### src/rtl/jtag_dtm.sv
// jtag_dtm: JTAG Debug Transport Module, initiator side of the DMI link.
// The JTAG pins are oversampled in the clk domain; scans are turned into
// single-cycle DMI read/write strobes, and read data is returned through
// the dmi data register on the next scan.
//
// Ports:
//   clk, resetn          system clock, synchronous active-low reset
//   jtag_tck/tms/tdi     JTAG inputs (asynchronous, 2-flop synchronized)
//   jtag_tdo             JTAG data out, registered, changes on tck fall
//   dmi_valid            one-clk request strobe
//   dmi_wr               1 = write, 0 = read
//   dmi_addr/dmi_wdata   request address / write data, held until next request
//   dmi_rdata            read data, valid one clk after a read strobe
module jtag_dtm #(
    parameter logic [31:0] IDCODE    = 32'h1000_0001,
    parameter logic [2:0]  IDLE_HINT = 3'd1
) (
    input  logic        clk,
    input  logic        resetn,
    input  logic        jtag_tck,
    input  logic        jtag_tms,
    input  logic        jtag_tdi,
    output logic        jtag_tdo,
    output logic        dmi_valid,
    output logic        dmi_wr,
    output logic [6:0]  dmi_addr,
    output logic [31:0] dmi_wdata,
    input  logic [31:0] dmi_rdata
);

    localparam int unsigned IR_W   = 5;
    localparam int unsigned DR_W   = 41;
    localparam int unsigned ADDR_W = 7;
    localparam int unsigned DATA_W = 32;

    localparam logic [IR_W-1:0] IR_IDCODE = 5'h01;
    localparam logic [IR_W-1:0] IR_DTMCS  = 5'h10;
    localparam logic [IR_W-1:0] IR_DMI    = 5'h11;

    typedef enum logic [3:0] {
        TLR, RTI,
        SEL_DR, CAP_DR, SH_DR, EX1_DR, PA_DR, EX2_DR, UPD_DR,
        SEL_IR, CAP_IR, SH_IR, EX1_IR, PA_IR, EX2_IR, UPD_IR
    } tap_e;

    typedef enum logic [1:0] {
        ENG_IDLE, ENG_REQ, ENG_RESP
    } eng_e;

    // Synchronizers and tck edge history
    logic tck_m_q, tck_m_d, tck_s_q, tck_s_d, tck_d_q, tck_d_d;
    logic tms_m_q, tms_m_d, tms_s_q, tms_s_d;
    logic tdi_m_q, tdi_m_d, tdi_s_q, tdi_s_d;

    tap_e              tap_q, tap_d, tap_nxt;
    logic [IR_W-1:0]   ir_q, ir_d, ir_sr_q, ir_sr_d;
    logic [DR_W-1:0]   dr_sr_q, dr_sr_d;
    logic              tdo_q, tdo_d;

    eng_e              eng_q, eng_d;
    logic              sticky_q, sticky_d;
    logic              valid_q, valid_d;
    logic              wr_q, wr_d;
    logic [ADDR_W-1:0] addr_q, addr_d;
    logic [DATA_W-1:0] wdata_q, wdata_d;
    logic [ADDR_W-1:0] last_addr_q, last_addr_d;
    logic [DATA_W-1:0] last_rdata_q, last_rdata_d;

    logic       rise, fall;
    logic       sel_idcode, sel_dtmcs, sel_dmi;
    logic [1:0] dmistat;
    logic       upd_dr, dmi_trig, dmireset, hardreset;

    assign rise = tck_s_q & ~tck_d_q;
    assign fall = ~tck_s_q & tck_d_q;

    assign sel_idcode = (ir_q == IR_IDCODE);
    assign sel_dtmcs  = (ir_q == IR_DTMCS);
    assign sel_dmi    = (ir_q == IR_DMI);
    assign dmistat    = sticky_q ? 2'd3 : 2'd0;

    // Update actions happen on the tck fall while sitting in Update-DR
    assign upd_dr    = fall && (tap_q == UPD_DR);
    assign dmi_trig  = upd_dr && sel_dmi && ((dr_sr_q[1:0] == 2'd1) || (dr_sr_q[1:0] == 2'd2));
    assign hardreset = upd_dr && sel_dtmcs && dr_sr_q[17];
    assign dmireset  = upd_dr && sel_dtmcs && (dr_sr_q[16] || dr_sr_q[17]);

    // Pin synchronizers
    always_comb begin
        tck_m_d = jtag_tck;
        tck_s_d = tck_m_q;
        tck_d_d = tck_s_q;
        tms_m_d = jtag_tms;
        tms_s_d = tms_m_q;
        tdi_m_d = jtag_tdi;
        tdi_s_d = tdi_m_q;
    end

    // TAP next state, applied only on a tck rise
    always_comb begin
        tap_nxt = tap_q;
        case (tap_q)
            TLR:     tap_nxt = tms_s_q ? TLR    : RTI;
            RTI:     tap_nxt = tms_s_q ? SEL_DR : RTI;
            SEL_DR:  tap_nxt = tms_s_q ? SEL_IR : CAP_DR;
            CAP_DR:  tap_nxt = tms_s_q ? EX1_DR : SH_DR;
            SH_DR:   tap_nxt = tms_s_q ? EX1_DR : SH_DR;
            EX1_DR:  tap_nxt = tms_s_q ? UPD_DR : PA_DR;
            PA_DR:   tap_nxt = tms_s_q ? EX2_DR : PA_DR;
            EX2_DR:  tap_nxt = tms_s_q ? UPD_DR : SH_DR;
            UPD_DR:  tap_nxt = tms_s_q ? SEL_DR : RTI;
            SEL_IR:  tap_nxt = tms_s_q ? TLR    : CAP_IR;
            CAP_IR:  tap_nxt = tms_s_q ? EX1_IR : SH_IR;
            SH_IR:   tap_nxt = tms_s_q ? EX1_IR : SH_IR;
            EX1_IR:  tap_nxt = tms_s_q ? UPD_IR : PA_IR;
            PA_IR:   tap_nxt = tms_s_q ? EX2_IR : PA_IR;
            EX2_IR:  tap_nxt = tms_s_q ? UPD_IR : SH_IR;
            UPD_IR:  tap_nxt = tms_s_q ? SEL_DR : RTI;
            default: tap_nxt = TLR;
        endcase
        tap_d = rise ? tap_nxt : tap_q;
    end

    // IR / DR capture-shift-update and TDO
    always_comb begin
        ir_d    = ir_q;
        ir_sr_d = ir_sr_q;
        dr_sr_d = dr_sr_q;
        tdo_d   = tdo_q;

        if (tap_q == TLR) begin
            ir_d = IR_IDCODE;
        end

        if (rise) begin
            case (tap_q)
                CAP_IR: ir_sr_d = 5'b00001;
                SH_IR:  ir_sr_d = {tdi_s_q, ir_sr_q[IR_W-1:1]};
                CAP_DR: begin
                    if (sel_dmi)
                        dr_sr_d = {last_addr_q, last_rdata_q, dmistat};
                    else if (sel_dtmcs)
                        dr_sr_d = DR_W'({14'b0, 3'b000, IDLE_HINT, dmistat, 6'd7, 4'd1});
                    else if (sel_idcode)
                        dr_sr_d = DR_W'(IDCODE);
                    else
                        dr_sr_d = '0;
                end
                SH_DR: begin
                    // tdi enters the MSB of whichever register is selected
                    if (sel_dmi)
                        dr_sr_d = {tdi_s_q, dr_sr_q[DR_W-1:1]};
                    else if (sel_dtmcs || sel_idcode)
                        dr_sr_d = {9'b0, tdi_s_q, dr_sr_q[31:1]};
                    else
                        dr_sr_d = {40'b0, tdi_s_q};
                end
                default: ;
            endcase
        end

        if (fall) begin
            if (tap_q == UPD_IR)
                ir_d = ir_sr_q;
            if (tap_q == SH_IR)
                tdo_d = ir_sr_q[0];
            else if (tap_q == SH_DR)
                tdo_d = dr_sr_q[0];
            else
                tdo_d = 1'b0;
        end
    end

    // DMI request engine: IDLE -> REQ (strobe) -> RESP (capture read data)
    always_comb begin
        eng_d        = eng_q;
        sticky_d     = sticky_q;
        valid_d      = 1'b0;
        wr_d         = wr_q;
        addr_d       = addr_q;
        wdata_d      = wdata_q;
        last_addr_d  = last_addr_q;
        last_rdata_d = last_rdata_q;

        case (eng_q)
            ENG_REQ:  eng_d = ENG_RESP;
            ENG_RESP: begin
                if (!wr_q)
                    last_rdata_d = dmi_rdata;
                eng_d = ENG_IDLE;
            end
            default:  eng_d = ENG_IDLE;
        endcase

        if (dmi_trig) begin
            if ((eng_q != ENG_IDLE) || sticky_q) begin
                sticky_d = 1'b1;
            end else begin
                eng_d       = ENG_REQ;
                valid_d     = 1'b1;
                wr_d        = (dr_sr_q[1:0] == 2'd2);
                addr_d      = dr_sr_q[40:34];
                wdata_d     = dr_sr_q[33:2];
                last_addr_d = dr_sr_q[40:34];
            end
        end

        if (dmireset)
            sticky_d = 1'b0;

        // Hardreset aborts any in-flight cycle without a strobe or data capture
        if (hardreset) begin
            eng_d        = ENG_IDLE;
            valid_d      = 1'b0;
            last_rdata_d = last_rdata_q;
        end
    end

    always_ff @(posedge clk) begin
        if (!resetn) begin
            tck_m_q      <= 1'b0;
            tck_s_q      <= 1'b0;
            tck_d_q      <= 1'b0;
            tms_m_q      <= 1'b0;
            tms_s_q      <= 1'b0;
            tdi_m_q      <= 1'b0;
            tdi_s_q      <= 1'b0;
            tap_q        <= TLR;
            ir_q         <= IR_IDCODE;
            ir_sr_q      <= '0;
            dr_sr_q      <= '0;
            tdo_q        <= 1'b0;
            eng_q        <= ENG_IDLE;
            sticky_q     <= 1'b0;
            valid_q      <= 1'b0;
            wr_q         <= 1'b0;
            addr_q       <= '0;
            wdata_q      <= '0;
            last_addr_q  <= '0;
            last_rdata_q <= '0;
        end else begin
            tck_m_q      <= tck_m_d;
            tck_s_q      <= tck_s_d;
            tck_d_q      <= tck_d_d;
            tms_m_q      <= tms_m_d;
            tms_s_q      <= tms_s_d;
            tdi_m_q      <= tdi_m_d;
            tdi_s_q      <= tdi_s_d;
            tap_q        <= tap_d;
            ir_q         <= ir_d;
            ir_sr_q      <= ir_sr_d;
            dr_sr_q      <= dr_sr_d;
            tdo_q        <= tdo_d;
            eng_q        <= eng_d;
            sticky_q     <= sticky_d;
            valid_q      <= valid_d;
            wr_q         <= wr_d;
            addr_q       <= addr_d;
            wdata_q      <= wdata_d;
            last_addr_q  <= last_addr_d;
            last_rdata_q <= last_rdata_d;
        end
    end

    assign jtag_tdo  = tdo_q;
    assign dmi_valid = valid_q;
    assign dmi_wr    = wr_q;
    assign dmi_addr  = addr_q;
    assign dmi_wdata = wdata_q;

endmodule

### config.mk
export PLATFORM = sky130hd
export DESIGN_NAME = jtag_dtm
export DESIGN_NICKNAME = d
export VERILOG_FILES = /design/src/rtl/jtag_dtm.sv
export SDC_FILE = /design/constraint.sdc
export NUM_CORES = 1
export LEC_CHECK = 0
export ABC_AREA = 1
export ABC_CLOCK_PERIOD_IN_PS = 1700
export BUFFER_PORTS_ARGS = -buffer_cell sky130_fd_sc_hd__buf_2
export CAP_MARGIN = 20
export CORE_ASPECT_RATIO = 0.8
export CORE_MARGIN = 5
export CORE_UTILIZATION = 25
export DETAILED_ROUTE_END_ITERATION = 7
export PLACE_DENSITY = 0.4
export SLEW_MARGIN = 20
export SYNTH_ARGS = -nofsm -noshare
export SYNTH_HDL_FRONTEND = slang
export SYNTH_SLANG_ARGS = --single-unit
export TNS_END_PERCENT = 5
### constraint.sdc
create_clock -name clk -period 1.7 [get_ports clk]
set_input_delay 0.51 -clock clk [delete_from_list [all_inputs] [get_ports clk]]
set_output_delay 0.51 -clock clk [all_outputs]
set_load 0.05 [all_outputs]
# Yosys cells after proc, flatten, opt, wreduce, memory -nomap -nowiden
# Cells that the tools add are included.
word_totals:
  ff_bits: 139
  inputBits: 37
  wordCells: 105
  output_inout_bits: 42
op_classes:
  reduce_logical: 25
  n_eq_ne: 22
  bitwise_logic: 9
  n_mux: 30
ops:
  columns: ["cell", "n"]
  rows:
  - ["41-bit two-way mux", 2]
  - ["41-bit one-hot mux with 2 select lines", 1]
  - ["29-bit two-way mux", 2]
  - ["4-bit one-hot mux with 12 select lines", 1]
  - ["4-bit == test, second input constant", 8]
  - ["32-bit two-way mux", 1]
  - ["4-bit by 3-bit == test with 1-bit output, second input constant", 4]
  - ["4-bit two-way mux", 4]
  - ["5-bit two-way mux", 3]
  - ["2-bit two-way mux", 7]
  - ["5-bit == test, second input constant", 2]
  - ["5-bit one-hot mux with 2 select lines", 1]
  - ["4-bit by 2-bit == test with 1-bit output, second input constant", 2]
  - ["2-bit AND reduction", 4]
  - ["2-bit OR reduction", 4]
  - ["1-bit inverter", 7]
  - ["1-bit logical AND", 6]
  - ["1-bit two-way mux", 6]
  - ["3-bit two-way mux", 2]
  - ["2-bit nonzero test", 3]
  - ["3-bit OR reduction", 2]
  - ["5-bit by 1-bit == test with 1-bit output, second input constant", 1]
  - ["2-bit by 1-bit == test with 1-bit output, second input constant", 2]
  - ["2-bit == test, second input constant", 2]
  - ["other kinds (5)", 9]

# Logic depth before layout (Yosys ltp)
# Gate-level depths: netlist of run 1.
depth:
  depth_word: 7
  depth_mapped: 12

# Worst setup path after synthesis of run 1
# OpenSTA, ideal clock, no wires.
synth_path:
  path_kind: "register to register"
  start: "register ir_q[2]"
  end: "register last_rdata_q[11]"
  path_slack_ns: 0.236
  path_stages_with_launch: 10
  setup_ns: 0.113
  arrival_ns: 1.351
  cell_sequence: "dfxtp_1 nor2_2 nand3_1 nor2_2 nand2_1 nand2_2 inv_2 buf_4 nor2_1 nor2_1"
synth_between:
  elab_chain_cells: 5
synth_rtl:
  columns: ["element", "line_no", "rtl"]
  rows:
  - ["start: declaration", "56", "logic [IR_W-1:0] ir_q, ir_d, ir_sr_q, ir_sr_d;"]
  - ["start signal: assignment", "250", "ir_q <= ir_d;"]
  - ["5-bit == test", "78", "assign sel_dtmcs = (ir_q == IR_DTMCS);"]
  - ["1-bit logical AND (2 in series)", "85", "assign hardreset = upd_dr && sel_dtmcs && dr_sr_q[17];"]
  - ["1-bit inverter (no line)", null, null]
  - ["3-bit AND reduction (no line)", null, null]
  - ["end signal: assignment", "261", "last_rdata_q <= last_rdata_d;"]
  - ["end: declaration", "67", "logic [DATA_W-1:0] last_rdata_q, last_rdata_d;"]
# Every way passes these cells.
# A chain may end at the register's enable or synchronous reset.

==> metrics.cfg, run 1 <==
[outcome]
status=complete, no violations

[critical_path]
crit_arrival_ns=1.10
cp_max_fo=4
path_class=register to output port
crit_chain=buf_2
crit_required_ns=1.19
crit_slowest_cell=dfxtp_1
cp-start-kind=register
cp_top_family=flip-flops
slowest_delay_ns=0.36
path_buf_inv=1
end_kind=output port

[layout]
final_util_pct=31.83
fill_cells=2583
final_cell_mix=193 x nand2_1, 181 x nor2_1, 137 x dfxtp_1, 77 x buf_2, 75 x inv_1
layout-drive-gt1-share_pct=17.55
seqCellArea_sq_um=2764
final_common_cell=nand2_1
area_growth_syn_to_layout_pct=24.85
multiInputGateArea_sq_um=2655
antenna_cells=0
final_nets=993

[grt]
grtUsageTotal_pct=12.45
grt_max_degree=45
grt_pass1_vias=5344
grt_pass1_wl_um=27500
grt-ovfl-total=0
antenna_found_initial=0

[logic_synthesis]
synth_cells=869
synthDistinctLibCells=30
ys_seq_area_share_pct=46.18
syn_area_sq_um=5982
syn_avg_cell_area_sq_um=6.884
syn_nets=907
yosysWarnings=0
synth_seq_cells=138

[routing]
ant_nets=0
post_drt_wl_per_cell_um=13.04
vias=5425
drc=0
viasPerCell=4.255
routed_wl_um=16630
drt_iter0_drc=249
detail_route.first_pass.iterations=4

[place]
portBuffers=78
gp_congestion=0.8262
dp_hpwl_um=11690

[cts]
clk_latency_ns=0.42
clockBufferDepth=2
clkTransAtPathRegs_ns=0.05
numCtsBuffers=17
ctsHoldBuffers=0
cts_sinks=138
tritoncts=built
cts_root_buffer=clkbuf_16
cts_max_level=4

[timing]
period_needed_ns=1.607
fin_crit_sh_pct=94.55
setup_viol=0
clock_skew_ns=0.009833
relSlewSlack_pct=76.82
tightest_slew_ns=0.3477
finalHoldViolations=0
slew_viol_final=0
fin_setup_tns_ns=0
fmax_ghz=0.6221
rsz0062_at_grt=no

[flow_run]
max_cap_violations=0

[die]
dieArea_sq_um=27140
dieWidth_um=182.9
fp.dieH_um=148.4
start_util_pct=25.50
std_cell_rows=50
core_sq_um=23460
ios=79

[pwr]
finalPower_w=0.007126
power_density_nw_per_um2=954.2
p_leak_nw=3.588
ir_drop_v=0.0006623

[min_path]
hp-class=input port to register

-- logic make-up after synthesis --
kind of cell	count (synthesis)	synth area share, %
and+or+nand+nor	448	30.58
adders and majority gates	1	0.2091
buffers and inverters	130	9.852
AOI/OAI and AO/OA	152	13.18
DFF	138	46.18
-- where the power goes --
part	internal [W]	switching [W]	total, W
clock network	0.00236	0.00133	0.00369
registers	0.00324	0.00000788	0.00325
logic	0.0000745	0.000112	0.000187
-- state kept, by name (all words and copies together), names as in the netlist --
signal        flops
last_addr_q       7
eng_q             2
jtag_tdo          1
dr_sr_q          41
tck_d_d           1
sticky_q          1
dmi_wr            1
ir_q              5
tms_s_q           1
tms_m_q           1
last_rdata_q     32
tap_q             4
tck_m_q           1
ir_sr_q           5
tdi_s_q           1
tck_d_q           1
dmi_wdata        32
tdi_m_q           1
-- worst paths after layout --
kind	start	slack, ns	to	cells past startpoint
worst max-delay path	eng_q[0]	0.09	dmi_valid	1
worst min-delay path	jtag_tms	0.28	tms_m_q	3
worst max register to register	tap_q[2]	0.14	dr_sr_q[31]	10
worst min register to register	tck_m_q	0.41	tck_d_d	2
-- layer usage --
metal,GRT usage (%),vias up,share of wire [%],wire [um]
met5,0,-,0,0
met4,4.207,0,1.9,323
met3,2.543,18,3.2,530
met2,18.46,80,41,6853
met1,18.02,2405,54,8923
li1,-,2922,-,-
-- metrics by stage --
step	cell area, sq um	worst slack (ns)	hold slack, ns	std cells
2_1_floorplan	5982	0.2361	0.3905	869
3_3_place_gp	6857	0.07862	0.3991	1248
3_5_place_dp	6857	0.01165	0.4016	1248
4_1_cts	7435	0.01951	0.2559	1275
5_1_grt	7468	0.001294	0.2858	1275
6_report	7468	0.09260	0.2756	1275
-- final cells by class --
cell class | count | share of cell area [%]
tap | 312 | 5.227
inverter | 80 | 4.054
clock buffer | 25 | 6.902
clock inverter | 2 | 0.8042
timing repair buffer | 117 | 10.45
multi-input combinational | 601 | 35.55
sequential | 138 | 37.01
-- synth_stat cells (all sizes together) --
master | count | area [sq um]
nand2 | 198 | 758.2
nor2 | 192 | 755.7
dfxtp | 138 | 2763
inv | 80 | 300.3
o21ai | 76 | 384.1
a21oi | 67 | 339.1
nand3 | 47 | 247.7
buf | 37 | 240.2
clkbuf | 13 | 48.80
a31oi | 4 | 25.02
nand4 | 4 | 25.02
nor3 | 4 | 20.02
nand3b | 2 | 15.01
o211ai | 2 | 15.01
a211oi | 1 | 7.510
ha | 1 | 12.51
nor3b | 1 | 7.510
o2111ai | 1 | 8.760
o221ai | 1 | 8.760
-- worst reg2reg max path: stages, from the launching register on --
cell and delay [ns]:
dfxtp_1 0.36, buf_4 0.16, nor2_1 0.13, nand2_1 0.11, nand2_2 0.09, nand2_4 0.09, inv_2 0.10, buf_12 0.18
nand4_1 0.13, nand2_1 0.07, inv_1 0.03
-- timing repair --
action	4_1_cts	5_1_grt
gates resized for setup	1	10
setup buffers	0	0
endpoints found under the setup margin	2	105
No activity file was read; power rests on OpenSTA's default activity.
==> run 2: changes to the inputs <==
--- a/config.mk
+++ b/config.mk
@@ -14,8 +14,9 @@
 export CORE_UTILIZATION = 25
 export DETAILED_ROUTE_END_ITERATION = 7
 export PLACE_DENSITY = 0.4
+export SKIP_LAST_GASP = 1
 export SLEW_MARGIN = 20
 export SYNTH_ARGS = -nofsm -noshare
 export SYNTH_HDL_FRONTEND = slang
 export SYNTH_SLANG_ARGS = --single-unit
-export TNS_END_PERCENT = 5
+export TNS_END_PERCENT = 1
==> constraint.sdc (replaced) <==
create_clock -name clk -period 1.7 [get_ports clk]
set_input_delay 0.085 -clock clk [delete_from_list [all_inputs] [get_ports clk]]
set_output_delay 0.085 -clock clk [all_outputs]
set_load 0.05 [all_outputs]
==> run 2 against run 1 <==
Against the previous run: combinational power rose by 29%; wire length rose by 4.4%; clock power rose by 4%; die area did not move; largest power group unchanged.
==> metrics.cfg, run 2 (same netlist as run 1, synthesis figures left out) <==
[routing]
drt_iter0_drc=338  ; +36%
detail_route.first_pass.iterations=4  ; unchanged
vias=5566  ; +2.6%
routed_wl_um=17370  ; +4.4%
viasPerCell=4.217  ; -0.90%
post_drt_wl_per_cell_um=13.16  ; +0.88%
ant_nets=0  ; unchanged
drc=0  ; unchanged

[cts]
post-cts-setup-buffers=0  ; unchanged
cts_sinks=138  ; unchanged
cts_max_level=4  ; unchanged
clk_latency_ns=0.43  ; about the same
tritoncts=built
cts_root_buffer=clkbuf_16
clkTransAtPathRegs_ns=0.06  ; about the same
numCtsBuffers=17  ; unchanged
clockBufferDepth=2  ; unchanged

[critical_path]
ff2ff_setup_slack_ns=0.03  ; -0.11 ns
r2r_start=ir_q[0]
startpoint=ir_q[0]
crit_arrival_ns=1.98  ; +0.88 ns
cp_max_fo=38  ; +34
end_kind=register
ff2ff_path_depth=9  ; -1
crit_required_ns=2.01  ; +0.82 ns
cp-start-kind=register
path_class=register to register

[grt]
grtUsageTotal_pct=13.26  ; +0.81 points
grt_max_degree=39  ; -13%
grt_pass1_vias=5511  ; +3.1%
grt-ovfl-total=0  ; unchanged
antenna_found_initial=0  ; unchanged
grt_pass1_wl_um=29010  ; +5.5%

[die]
dieWidth_um=182.9  ; unchanged
core_sq_um=23460  ; unchanged
std_cell_rows=50  ; unchanged
dieArea_sq_um=27140  ; unchanged
start_util_pct=25.50  ; unchanged
fp.dieH_um=148.4  ; unchanged
ios=79  ; unchanged

[timing]
fmax_ghz=0.5987  ; -3.8%
setup_viol=0  ; unchanged
rsz0062_at_grt=yes
holdWs_ns=0.03400  ; -0.2416 ns
finalHoldViolations=0  ; unchanged
clock_skew_ns=0.01605  ; +0.006221 ns
fin_crit_sh_pct=98.25  ; +3.7 points
period_needed_ns=1.670  ; +0.06286 ns
relSlewSlack_pct=75.47  ; -1.3 points
tightest_slew_ns=0.3676  ; +0.01985 ns
slew_viol_final=0  ; unchanged

[place]
gp_congestion=0.8662  ; +4.8%
portBuffers=78  ; unchanged
dp_hpwl_um=12020  ; +2.9%
dp_cells=1253  ; +0.40%

[flow_run]
max_cap_violations=0  ; unchanged

[outcome]
status=complete, no violations

[pwr]
power_density_nw_per_um2=928.0  ; -2.7%
p_leak_nw=3.775  ; +5.2%
ir_drop_v=0.0004381  ; -34%

[layout]
layout-drive-gt1-share_pct=17.26  ; -0.29 points
final_common_cell=nand2_1
antenna_cells=0  ; unchanged
final_cell_count_no_fill=1320  ; +3.5%
largest_register_ffs=41  ; unchanged
area_growth_syn_to_layout_pct=31.71
regMostFlops=dr_sr_q
final_cell_mix=194 x nand2_1, 184 x nor2_1, 138 x dfxtp_1, 77 x buf_2, 75 x inv_1
final_nets=1033  ; +4.0%

[min_path]
hold_depth=3  ; unchanged
hp-class=input port to register
hold_start=resetn

run 2: layout make-up:
| cell class | instances | area (sq um) |
|---|---|---|
| well taps | 312 | 390.4 |
| inverters | 80 | 302.8 |
| clock inverters | 13 | 148.9 |
| flip-flops and latches | 138 | 2763 |
| fillers | 2546 | 15580 |
| clock buffers | 19 | 452.9 |
| repair buffers | 157 | 1186 |
| multi-input cells | 601 | 2635 |
run 2: report_power, final:
group,switching [W],internal [W]
clock,0.00145,0.00237
combinational,0.000121,0.000120
sequential,0.00000786,0.00324
run 2: worst paths after layout:
kind,to
hold / removal,tdi_m_q
setup reg to reg,dmi_wdata[27]
setup / recovery,dmi_wdata[27]
hold reg to reg,tck_d_d
run 2: routing by layer:
metal | global-route usage, % | up-vias | routed length (um)
met5 | 0 | - | 0
met4 | 3.425 | 0 | 146
met3 | 3.081 | 13 | 696
met2 | 20.10 | 82 | 7382
met1 | 19.01 | 2468 | 9143
li1 | - | 3003 | -
run 2: what timing repair did:
| item | 4_1_cts | 5_1_grt |
|---|---|---|
| gates resized for setup | 0 | 3 |
| endpoints found under the hold margin | 35 | 0 |
| endpoints found under the setup margin | 0 | 106 |
| hold buffers | 35 | 0 |
run 2: stage by stage:
stage | utilization, % | TNS (ns) | power [W] | setup WS (ns) | instance area, sq um
3_3_place_gp | 29.49 | 0 | 0.003509 | 0.04697 | 6919
6_report | 33.58 | 0 | 0.007312 | 0.02974 | 7879
4_1_cts | 33.55 | 0 | 0.007447 | 0.01946 | 7871
5_1_grt | 33.58 | -5.087 | 0.007594 | -0.1553 | 7879
3_5_place_dp | 29.49 | 0 | 0.003507 | 0.03074 | 6919
2_1_floorplan | - | 0 | 0.003408 | 0.2361 | 5982
run 2: critical path, cell delays in order, from the launching register on:
cell	delay, ns
dfxtp_1	0.34
inv_1	0.06
nor2_1	0.12
nand2_1	0.12
nor2_1	0.14
buf_4	0.19
nand3_4	0.15
buf_12	0.21
nor2_1	0.14
nor2_1	0.06
==> run 3: changes to the inputs <==
--- a/config.mk
+++ b/config.mk
@@ -7,15 +7,14 @@
 export LEC_CHECK = 0
 export ABC_AREA = 1
 export ABC_CLOCK_PERIOD_IN_PS = 1700
-export BUFFER_PORTS_ARGS = -buffer_cell sky130_fd_sc_hd__buf_2
 export CAP_MARGIN = 20
 export CORE_ASPECT_RATIO = 0.8
 export CORE_MARGIN = 5
 export CORE_UTILIZATION = 25
 export DETAILED_ROUTE_END_ITERATION = 7
-export PLACE_DENSITY = 0.4
+export DONT_BUFFER_PORTS = 1
+export PLACE_DENSITY = 0.37
 export SKIP_LAST_GASP = 1
-export SLEW_MARGIN = 20
 export SYNTH_ARGS = -nofsm -noshare
 export SYNTH_HDL_FRONTEND = slang
 export SYNTH_SLANG_ARGS = --single-unit
==> run 3 against run 2 <==
Against the previous run: register-to-register slack gained 0.06 ns; via count down 2.5%; sequential share of layout area up 0.57 points; largest cell class unchanged; critical path depth up 1; die area is the same; the flow now finishes with violations (negative hold slack); clock power fell by 2%; non-clock buffer count shrank 43.
==> metrics.cfg, run 3 (same netlist as run 1, synthesis figures left out) <==
[timing]
fin_setup_tns_ns=0  ; unchanged
setup_viol=0  ; unchanged
rsz0062_at_grt=yes
clock_skew_ns=0.01279  ; -0.003266 ns
period_needed_ns=1.608  ; -0.06239 ns
fmax_ghz=0.6219  ; +3.9%
tightest_slew_ns=0.3662  ; -0.001400 ns
slew_viol_final=0  ; unchanged
finalHoldViolations=108  ; +108
holdWs_ns=-0.2120  ; -0.2460 ns
relSlewSlack_pct=75.59  ; +0.12 points
fin_crit_sh_pct=94.58  ; -3.7 points

[critical_path]
crit_chain=inv_1, nor2_1, nand2_1, nor2_1, buf_4, inv_1, nor2_2, buf_12, a21oi_1, a21oi_1
end_kind=register
cp-start-kind=register
crit_arrival_ns=1.95  ; -0.03 ns
crit_required_ns=2.04  ; +0.03 ns
crit_slowest_cell=dfxtp_1
cp_max_fo=17  ; -55%
path_class=register to register
ff2ff_setup_slack_ns=0.09  ; +0.06 ns
slowest_delay_ns=0.34  ; about the same
r2r_start=ir_q[0]
startpoint=ir_q[0]

[pwr]
ir_drop_v=0.0005048  ; +15%
seqPwrFrac_pct=45.4  ; +0.9 points
switching_share_pct=21.37  ; -0.23 points
power.switching_w=0.001529  ; -3.2%
finalPower_w=0.007156  ; -2.1%
pwr-share-comb_pct=2.0  ; -1.3 points
p_int_w=0.005627  ; -1.8%
power_density_nw_per_um2=922.9  ; -0.55%
p_leak_nw=3.577  ; -5.3%
p_clk_share_pct=52.6  ; +0.4 points

[grt]
grt_max_degree=115  ; +190%
grt-ovfl-total=0  ; unchanged
antenna_found_initial=0  ; unchanged
grtUsageTotal_pct=13.00  ; -0.26 points
grt_pass1_wl_um=28470  ; -1.9%
grt_pass1_vias=5396  ; -2.1%

[routing]
ant_nets=0  ; unchanged
post_drt_wl_per_cell_um=13.35  ; +1.4%
detail_route.first_pass.iterations=5  ; +1
drt_iter0_drc=234  ; -31%
viasPerCell=4.250  ; +0.79%
routed_wl_um=17050  ; -1.9%
drc=0  ; unchanged
vias=5427  ; -2.5%

[layout]
final_nets=990  ; -4.2%
final_common_cell=nand2_1
fill_cells=2609  ; +2.5%
final_util_pct=33.05  ; -0.53 points
area_growth_syn_to_layout_pct=29.62
final_cell_mix=194 x nand2_1, 184 x nor2_1, 138 x dfxtp_1, 75 x inv_1, 73 x buf_4
layout-drive-gt1-share_pct=14.09  ; -3.2 points
regMostFlops=dr_sr_q
largest_register_ffs=41  ; unchanged
antenna_cells=0  ; unchanged

[die]
start_util_pct=25.50  ; unchanged
core_sq_um=23460  ; unchanged
fp.dieH_um=148.4  ; unchanged
dieWidth_um=182.9  ; unchanged
ios=79  ; unchanged
dieArea_sq_um=27140  ; unchanged
std_cell_rows=50  ; unchanged

[cts]
cts_max_level=4  ; unchanged
clkTransAtPathRegs_ns=0.06  ; about the same
cts_sinks=138  ; unchanged
clk_latency_ns=0.42  ; about the same
ctsHoldBuffers=30  ; -14%
numCtsBuffers=17  ; unchanged
clockBufferDepth=2  ; unchanged
cts_root_buffer=clkbuf_16
tritoncts=built

[place]
portBuffers=0  ; -100%
gp_congestion=0.8087  ; -6.6%
dp_hpwl_um=11610  ; -3.5%

[flow_run]
max_cap_violations=0  ; unchanged

[min_path]
hp-class=input port to register
hold_start=resetn

[outcome]
failed_checks=negative hold slack
status=finished with violations

[run 3: changes by cell type in the layout (fill, tap and decap cells not counted), moves of 2 or more]
cell,change
buf_12,+2
buf_2,-77
clkbuf_8,+2
dlygate4sd3_1,-5
clkinvlp_4,+2
clkinv_2,-3
buf_4,+37
[run 3: worst paths after layout]
kind,endpoint,cells past startpoint
hold / removal,ir_q[0],1
hold reg to reg,eng_q[1],1
setup / recovery,dr_sr_q[20],10
setup reg to reg,dr_sr_q[20],10
[run 3: through the flow]
step	worst slack, ns	instance area, sq um	instances
final	0.09213	7754	1277
after global routing	-0.09288	7754	1277
after CTS	0.02382	7751	1277
after detailed placement	0.05224	6852	1215
after global placement	0.1025	6852	1215
after floorplan	0.2361	5982	869
[run 3: what timing repair did]
| item | in CTS | in global routing |
|---|---|---|
| setup buffers | 0 | 0 |
| endpoints found under the hold margin | 115 | 108 |
| endpoints found under the setup margin | 0 | 77 |
| gates resized for setup | 0 | 2 |
[run 3: cell type report]
cell class                      instances  area [sq um]  share of cell area (%)
Tap cell                              312         390.4                   5.035
Timing Repair Buffer                  114          1069                   13.78
Multi-Input combinational cell        601          2630                   33.92
Clock inverter                         11         118.9                   1.533
Clock buffer                           21         480.5                   6.197
Inverter                               80         302.8                   3.905
Sequential cell                       138          2763                   35.63
[run 3: power by group through the flow]
stage	Combinational [W]	Clock (W)	Sequential [W]
2_1_floorplan	0.0000887	0	0.00332
3_3_place_gp	0.0000907	0	0.00332
3_5_place_dp	0.0000868	0	0.00332
4_1_cts	0.000144	0.00390	0.00325
5_1_grt	0.000155	0.00403	0.00325
6_report	0.000141	0.00376	0.00325
[run 3: critical path, delay by kind of cell, from the launching register on]
kind | cells | cell delay [ns]
simple gates | 4 | 0.50
buf+inv | 4 | 0.49
flops | 1 | 0.34
compound gates | 2 | 0.20
[run 3: metal layers]
| layer | vias up | track usage (%) | share of wire (%) |
|---|---|---|---|
| met5 | - | 0 | 0 |
| met2 | 81 | 19.10 | 42 |
| li1 | 2910 | - | - |
| met3 | 7 | 3.985 | 4.6 |
| met4 | 0 | 3.165 | 0.57 |
| met1 | 2429 | 18.62 | 52 |
